## src/rtl/nes_joypad_reader.sv

```systemverilog
// NES controller poller: latches the pad, clocks out 8 serial bits,
// and presents them as an active-high button bitmap once per frame.
module nes_joypad_reader #(
  parameter int POLL_CYC  = 833333,
  parameter int LATCH_CYC = 600,
  parameter int HALF_CYC  = 300
) (
  input  logic       clk,
  input  logic       reset_n,
  input  logic       poll_en,
  input  logic       pad_data,
  output logic       pad_latch,
  output logic       pad_clk,
  output logic [7:0] buttons,
  output logic       valid
);

  localparam int M1 =
    (POLL_CYC > LATCH_CYC) ? POLL_CYC : LATCH_CYC;
  localparam int M2 =
    (M1 > HALF_CYC) ? M1 : HALF_CYC;
  localparam int CW = $clog2(M2 + 1);

  typedef logic [CW-1:0] cnt_t;

  localparam cnt_t POLL_END  = cnt_t'(POLL_CYC - 1);
  localparam cnt_t LATCH_END = cnt_t'(LATCH_CYC - 1);
  localparam cnt_t HALF_END  = cnt_t'(HALF_CYC - 1);

  typedef enum logic [2:0] {
    IDLE,
    LATCH,
    CLK_LO,
    CLK_HI,
    DONE
  } state_t;

  state_t      state_q, state_d;
  cnt_t        cnt_q, cnt_d;
  logic [2:0]  idx_q, idx_d;
  logic [7:0]  shift_q, shift_d;
  logic [7:0]  buttons_q, buttons_d;
  logic        valid_q, valid_d;
  logic        latch_q, latch_d;
  logic        pclk_q, pclk_d;
  logic        sync1_q, sync2_q;

  always_ff @(posedge clk or negedge reset_n) begin
    if (!reset_n) begin
      sync1_q <= 1'b1;
      sync2_q <= 1'b1;
    end else begin
      sync1_q <= pad_data;
      sync2_q <= sync1_q;
    end
  end

  always_comb begin
    state_d   = state_q;
    cnt_d     = cnt_q + cnt_t'(1);
    idx_d     = idx_q;
    shift_d   = shift_q;
    buttons_d = buttons_q;
    unique case (state_q)
      IDLE: begin
        if (!poll_en) begin
          cnt_d = '0;
        end else if (cnt_q == POLL_END) begin
          state_d = LATCH;
          cnt_d   = '0;
        end
      end
      LATCH: begin
        if (cnt_q == LATCH_END) begin
          state_d = CLK_LO;
          cnt_d   = '0;
          idx_d   = '0;
        end
      end
      CLK_LO: begin
        if (cnt_q == HALF_END) begin
          shift_d[idx_q] = sync2_q;
          cnt_d          = '0;
          state_d = (idx_q == 3'd7) ? DONE : CLK_HI;
        end
      end
      CLK_HI: begin
        if (cnt_q == HALF_END) begin
          idx_d   = idx_q + 3'd1;
          cnt_d   = '0;
          state_d = CLK_LO;
        end
      end
      DONE: begin
        state_d = IDLE;
        cnt_d   = '0;
      end
      default: begin
        state_d = IDLE;
        cnt_d   = '0;
      end
    endcase
    // Outputs decode the next state so they toggle with it, glitch-free.
    if (state_d == DONE) begin
      buttons_d = ~shift_d;
    end
    valid_d = (state_d == DONE);
    latch_d = (state_d == LATCH);
    pclk_d  = (state_d == CLK_HI);
  end

  always_ff @(posedge clk or negedge reset_n) begin
    if (!reset_n) begin
      state_q   <= IDLE;
      cnt_q     <= '0;
      idx_q     <= '0;
      shift_q   <= 8'hFF;
      buttons_q <= 8'h00;
      valid_q   <= 1'b0;
      latch_q   <= 1'b0;
      pclk_q    <= 1'b0;
    end else begin
      state_q   <= state_d;
      cnt_q     <= cnt_d;
      idx_q     <= idx_d;
      shift_q   <= shift_d;
      buttons_q <= buttons_d;
      valid_q   <= valid_d;
      latch_q   <= latch_d;
      pclk_q    <= pclk_d;
    end
  end

  assign pad_latch = latch_q;
  assign pad_clk   = pclk_q;
  assign buttons   = buttons_q;
  assign valid     = valid_q;

endmodule

```

## config.mk

```make
export PLATFORM = sky130hd
export DESIGN_NAME = nes_joypad_reader
export DESIGN_NICKNAME = d
export VERILOG_FILES = /design/src/rtl/nes_joypad_reader.sv
export SDC_FILE = /design/constraint.sdc
export NUM_CORES = 1
export LEC_CHECK = 0
export BUFFER_PORTS_ARGS = -buffer_cell sky130_fd_sc_hd__buf_2
export CORE_UTILIZATION = 45
export DETAILED_ROUTE_END_ITERATION = 16
export PLACE_DENSITY_LB_ADDON = 0.2
export SYNTH_ARGS = -nofsm -noshare
export SYNTH_HDL_FRONTEND = slang
export SYNTH_SLANG_ARGS = --single-unit
```

## constraint.sdc

```tcl
create_clock -name clk -period 3.3 [get_ports clk]
set_input_delay 0.33 -clock clk [delete_from_list [all_inputs] [get_ports clk]]
set_output_delay 0.33 -clock clk [all_outputs]
set_load 0.1 [all_outputs]
```

==> results of run 1 <==
-- flip-flops by register name (all words and copies together) (netlist names) --
signal	count
pad_clk	1
buttons	8
state_q	3
shift_q	8
idx_q	3
cnt_q	20
pad_latch	1
valid	1
sync1_q	1
sync2_q	1
-- worst max-delay path by stage --
stage / end / slack (ps) / cells past startpoint
2_1_floorplan: idx_q[0] / 900 / 5
3_5_place_dp: idx_q[0] / 810 / 5
5_1_grt: idx_q[0] / 730 / 5
6_report: idx_q[0] / 780 / 5
3_3_place_gp: idx_q[0] / 850 / 5
4_1_cts: idx_q[0] / 790 / 5
-- worst reg2reg max path: cells and delay by family (launching register included) --
| family | cells | cell delay, ps |
|---|---|---|
| AND/OR/NAND/NOR | 3 | 1420 |
| flip-flops | 1 | 460 |
| multiplexers | 2 | 540 |
-- power breakdown --
part / switching, mW / internal [mW] / total, mW
combinational: 0.0112 / 0.00143 / 0.0126
sequential: 0.00232 / 0.578 / 0.581
clock: 0.186 / 0.169 / 0.356
total: 0.200 / 0.749 / 0.949
-- logic make-up after synthesis --
family / synth area share [%]
adders and majority gates: 2.06
muxes: 9.05
xor gates and xnor gates: 6.48
and+or+nand+nor: 23.9
DFF: 48.8
AOI/OAI and AO/OA: 6.58
buffers and inverters: 3.14
-- cells in the mapped netlist (6+ instances only) --
library cell	instances
nand2_1	20
nand4_1	9
dfrtp_1	37
clkbuf_1	12
o21ai_0	10
nor2_1	6
a2111oi_0	6
nand3_1	13
xor2_1	9
nor3_1	18
mux2_2	16
inv_1	6
nor4_1	6
dfstp_2	10
xnor2_1	9
-- cell type report --
cell class,instances,area (µm²)
Sequential cell,47,1190
Clock buffer,7,86.3
Clock inverter,1,5.00
Multi-Input combinational cell,167,1170
Fill cell,474,2520
Tap cell,70,87.6
Inverter,6,22.5
Timing Repair Buffer,17,92.6
-- metal layers --
| layer | up-vias | routed length [µm] | global-route usage, % |
|---|---|---|---|
| met1 | 847 | 2260 | 26.1 |
| li1 | 868 | - | - |
| met3 | 2 | 141 | 4.10 |
| met2 | 20 | 2160 | 30.5 |
| met5 | - | 0 | 0 |
| met4 | 0 | 22 | 4.32 |
==> flow_metrics.py, run 1 <==
metrics = {
    "sta": {
        "finalCritPeriodShare_pct": 76.3,
        "fin_setup_tns_ps": 0,
        "fin_hold_ws_ps": 131,
        "worst_pin_slew_ps": 1030,
        "min_period_ps": 2520,
        "slew_headroom_pct": 31.1,
        "hold_violations": 0,
        "rsz0062_at_grt": "false",
        "setup_ws_ps": 782,
        "slew_viol_final": 0,
        "setup_viol": 0,
        "max_freq_mhz": 397,
        "skew_ps": 5.04,
    },
    "route": {
        "drtIter0Drc": 49,
        "dr.pass1.iters": 4,
        "routedWlPerCell_um": 14.6,
        "drcViolationCount": 0,
        "drt_wl_total_um": 4590,
        "avgViaCountPerCell": 5.51,
        "ant_nets": 0,
        "vias": 1737,
    },
    "worst_setup_path": {
        "critPathMaxStageDelay_ps": 550,
        "crit_start": "cnt_q[8]",
        "end_kind": "flip-flop",
        "worstPathArrival_ps": 2700,
        "rr_worst_depth": 5,
        "r2r-start": "cnt_q[8]",
        "worstPathMaxFanout": 7,
        "crit_buf_inv": 0,
        "path_class": "reg -> reg",
        "cp-start-kind": "flip-flop",
        "crit_chain": "or3b_4 -> or4_4 -> mux2_4 -> or4_4 -> mux2_4",
        "r2r_setup_slack_ps": 780,
        "r2r-end": "idx_q[0]",
        "path_delay_family": "simple AND/OR/NAND/NOR gates",
        "slowest_stage": "or4_4",
        "required_ps": 3480,
    },
    "yosys": {
        "synth_area_leaders": "dfrtp_1 38%, dfstp_2 11%, mux2_2 7.4%",
        "synth_fp_nets": 242,
        "synthArstFlopShare_pct": 100,
        "synthCells": 234,
        "ys_warn_count": 0,
        "ys_seq_area_share_pct": 48.8,
        "ys_ff_latch": 47,
        "synth_ff_type": "dfrtp_1",
        "ys_types": 39,
        "synth_top_area_share_pct": 38.0,
        "avgSynthCellArea_um2": 10.4,
        "synth_top_area_cell": "dfrtp_1",
        "synth_edf_count": 0,
        "netlist_area_mm2": 0.00243,
    },
    "floorplanning": {
        "num_rows": 26,
        "ios": 15,
        "die_h_um": 75.5,
        "core-area_mm2": 0.00517,
        "initial_core_util_pct": 47.0,
        "die_width_um": 75.5,
        "die_area_mm2": 0.00571,
    },
    "layout": {
        "syn2layout_area_growth_pct": 9.15,
        "fin_util_pct": 51.4,
        "layout_commonest_cell": "dfrtp_1",
        "layout_common_cells": "37 x dfrtp_1, 20 x nand2_1, 18 x nor3_1",
        "finalNonFillerCells": 315,
        "fin_nets": 252,
        "antennaDiodeCount": 0,
        "drive_above_1_share_pct": 24.5,
        "fin_area_mm2": 0.00266,
    },
    "worst_hold_path": {
        "holdPathStages": 1,
        "hp-start": "pad_data",
        "hold_class": "in -> reg",
        "min_to": "sync1_q",
    },
    "clock_tree": {
        "clockBufferDepth": 2,
        "cts_setup_buffers": 0,
        "cts_htree_levels": 2,
        "ctsResizeCount": 0,
        "cts_buffers": 5,
        "cts_root_buf": "clkbuf_8",
        "path_clk_slew_ps": 90,
        "clk_latency_ps": 290,
        "cts.sinks": 47,
        "cts_hold_buf": 0,
        "cts_tree": "yes",
    },
    "grt": {
        "grt_max_degree": 48,
        "antenna_found_initial": 0,
        "grt_overflow_total": 0,
        "grt_use_total_pct": 18.9,
        "grt_pass1_wl_um": 8130,
        "grt_pass1_vias": 1717,
    },
    "placed_design": {
        "place_area_mm2": 0.00256,
        "portBuffers": 14,
        "place_ws_ps": 811,
        "dp_hpwl_um": 3130,
        "gp_congestion": 0.775,
        "placedCellCount": 307,
    },
    "flow_run": {
        "cap_viol_max_count": 0,
    },
    "power": {
        "ir_drop_mv": 0.218,
        "power.total_uw": 949,
        "power.density_mw_per_mm2": 357,
        "p_leak_nw": 1.14,
    },
    "run_status": {
        "status": "finished, final reports clean",
    },
}
Power figures use the tool's default switching activity.
==> inputs of run 2 (changes only) <==
--- a/config.mk
+++ b/config.mk
@@ -5,6 +5,7 @@
 export SDC_FILE = /design/constraint.sdc
 export NUM_CORES = 1
 export LEC_CHECK = 0
+export ABC_AREA = 1
 export BUFFER_PORTS_ARGS = -buffer_cell sky130_fd_sc_hd__buf_2
 export CORE_UTILIZATION = 45
 export DETAILED_ROUTE_END_ITERATION = 16
==> constraint.sdc (replaced) <==
create_clock -name clk -period 2.6 [get_ports clk]
set_input_delay 0.26 -clock clk [delete_from_list [all_inputs] [get_ports clk]]
set_output_delay 0.26 -clock clk [all_outputs]
set_load 0.1 [all_outputs]
==> run 2 against run 1 <==
Sequential share of layout area decreased by 7.1 points. Die area rose by 20%. Non-clock buffer count fell by 1. Worst setup slack lost 190 ps. Worst hold slack got worse by 81 ps. Critical path type unchanged. Final cell count up 53%. Combinational power rose by 62%. Register-to-register slack worse by 190 ps. Clock skew up 1.7 ps.
==> flow_metrics.py, run 2 <==
metrics = {
    "yosys": {
        "synth_xor_area_share_pct": 2.38,
        "muxShareOfSynthArea_pct": 0,
        "synth_compound_area_share_pct": 2.98,
        "netlist_area_mm2": 0.00294,
        "synthMostInstantiatedCell": "nand2_1",
        "synthArstFlopShare_pct": 100,
        "synth_top_family_by_area": "simple AND/OR/NAND/NOR gates",
        "synth_ff_type": "dfrtp_1",
        "synth_fp_nets": 399,
        "synth-adder-area-share_pct": 1.70,
        "synthCells": 391,
        "synth_simple_gate_area_share_pct": 39.7,
        "synth_edf_count": 0,
        "ys_top_cells_by_count": "85 x nand2_1, 63 x inv_1, 39 x nand3_1",
        "ys_seq_area_share_pct": 40.4,
        "avgSynthCellArea_um2": 7.52,
        "synth_top_area_share_pct": 31.5,
        "ys_warn_count": 0,
        "ys_types": 32,
        "synth_area_leaders": "dfrtp_1 31%, nand2_1 11%, dfstp_2 8.9%",
        "ys_ff_latch": 47,
        "synth_top_area_cell": "dfrtp_1",
    },
    "layout": {
        "syn2layout_area_growth_pct": 7.36,
        "layout_commonest_cell": "nand2_1",
        "layout_common_cells": "85 x nand2_1, 63 x inv_1, 39 x nand3_1",
        "fin_nets": 412,
        "antennaDiodeCount": 0,
        "drive_above_1_share_pct": 18.8,
        "top_register": "cnt_q",
        "largest_reg_flops": 20,
    },
    "power": {
        "clkPwrFrac_pct": 41.7,
        "seqPwrFrac_pct": 56.7,
        "p_int_mw": 1.02,
        "p_leak_nw": 1.65,
        "power_frac_comb_pct": 1.6,
        "p_switching_uw": 271,
        "power.total_mw": 1.29,
        "ir_drop_mv": 0.221,
        "p_sw_share_pct": 20.9,
        "power.density_mw_per_mm2": 410,
    },
    "route": {
        "ant_nets": 0,
        "dr.pass1.iters": 5,
        "drcViolationCount": 0,
        "vias": 2453,
        "avgViaCountPerCell": 5.09,
        "drt_wl_total_um": 6380,
        "routedWlPerCell_um": 13.2,
        "drtIter0Drc": 205,
    },
    "clock_tree": {
        "ctsResizeCount": 0,
        "cts.sinks": 47,
        "cts_tree": "yes",
        "cts_buffers": 5,
        "path_clk_slew_ps": 90,
        "cts_hold_buf": 0,
        "clk_latency_ps": 310,
        "cts_htree_levels": 2,
        "cts_root_buf": "clkbuf_8",
        "clockBufferDepth": 2,
        "cts_setup_buffers": 0,
    },
    "floorplanning": {
        "die_width_um": 82.8,
        "die_area_mm2": 0.00686,
        "ios": 15,
        "initial_core_util_pct": 46.6,
        "num_rows": 29,
        "core-area_mm2": 0.00631,
        "die_h_um": 82.8,
    },
    "sta": {
        "slew_viol_final": 0,
        "worst_pin_slew_ps": 963,
        "setup_viol": 0,
        "max_freq_mhz": 499,
        "skew_ps": 6.69,
        "hold_violations": 0,
        "fin_setup_tns_ps": 0,
        "slew_headroom_pct": 35.8,
        "finalCritPeriodShare_pct": 77.1,
        "rsz0062_at_grt": "false",
        "min_period_ps": 2000,
    },
    "worst_setup_path": {
        "path_class": "reg -> reg",
        "required_ps": 2800,
        "worstPathMaxFanout": 12,
        "worstPathArrival_ps": 2200,
        "end_kind": "flip-flop",
        "rr_worst_depth": 7,
        "cp-start-kind": "flip-flop",
    },
    "grt": {
        "grt_max_degree": 44,
        "grt_pass1_vias": 2272,
        "grt_overflow_total": 0,
        "antenna_found_initial": 0,
        "grt_pass1_wl_um": 11200,
        "grt_use_total_pct": 20.3,
    },
    "worst_hold_path": {
        "hold_class": "in -> reg",
        "holdPathStages": 1,
    },
    "run_status": {
        "status": "finished, final reports clean",
    },
    "placed_design": {
        "portBuffers": 14,
        "dp_hpwl_um": 4770,
        "gp_congestion": 0.959,
    },
    "flow_run": {
        "cap_viol_max_count": 0,
    },
}
-- run 2: final timing paths --
path	startpoint	end	slack, ps
setup / recovery	cnt_q[0]	cnt_q[6]	600
hold / removal	pad_data	sync1_q	50
setup reg to reg	cnt_q[0]	cnt_q[6]	600
hold reg to reg	sync1_q	sync2_q	370
max in group asynchronous	reset_n	shift_q[0]	1780
min in group asynchronous	reset_n	buttons[2]	110
-- run 2: final cells by class --
| type | count | area [µm²] |
|---|---|---|
| fill | 634 | 3160 |
| multi-input combinational | 256 | 1380 |
| sequential | 47 | 1190 |
| inverter | 78 | 298 |
| tap | 77 | 96.3 |
| timing repair buffer | 16 | 85.1 |
| clock buffer | 5 | 68.8 |
| clock inverter | 3 | 43.8 |
-- run 2: through the flow --
step / hold WS (ps) / utilization [%] / worst slack [ps] / std cells / area, µm²
2_1_floorplan: -35.6 / - / 987 / 391 / 2940
3_3_place_gp: 345 / 48.2 / 673 / 474 / 3040
3_5_place_dp: 357 / 48.2 / 611 / 474 / 3040
4_1_cts: 38.2 / 50.0 / 601 / 482 / 3160
5_1_grt: 28.5 / 50.0 / 427 / 482 / 3160
6_report: 49.5 / 50.0 / 595 / 482 / 3160
-- run 2: logic make-up (layout without fill, tap and decap cells) --
family / Yosys count / after routing
and+or+nand+nor: 229 / 229
buffers and inverters: 88 / 102
DFF: 47 / 47
AOI/OAI and AO/OA: 15 / 15
xor gates and xnor gates: 8 / 8
adders and majority gates: 4 / 4
-- run 2: layer usage --
metal / routed length (µm) / part of all wire [%] / track usage [%]
met1: 3130 / 49 / 30.6
met2: 2720 / 43 / 28.7
met3: 388 / 6.1 / 3.68
met4: 138 / 2.2 / 7.68
met5: 0 / 0 / 0
-- run 2: power by group through the flow --
stage / clock network [mW] / logic [mW] / registers, mW
2_1_floorplan: 0 / 0.00135 / 0.748
3_3_place_gp: 0 / 0.0212 / 0.748
3_5_place_dp: 0 / 0.0224 / 0.748
4_1_cts: 0.564 / 0.0221 / 0.734
5_1_grt: 0.595 / 0.0249 / 0.735
6_report: 0.540 / 0.0204 / 0.734
-- run 2: critical path, stage by stage, from the launching register on --
cell,delay (ps)
dfrtp_1,440
ha_1,300
nand3_1,100
nor2_1,160
nand3_1,90
nand2_1,300
nand3_4,270
and2_1,220
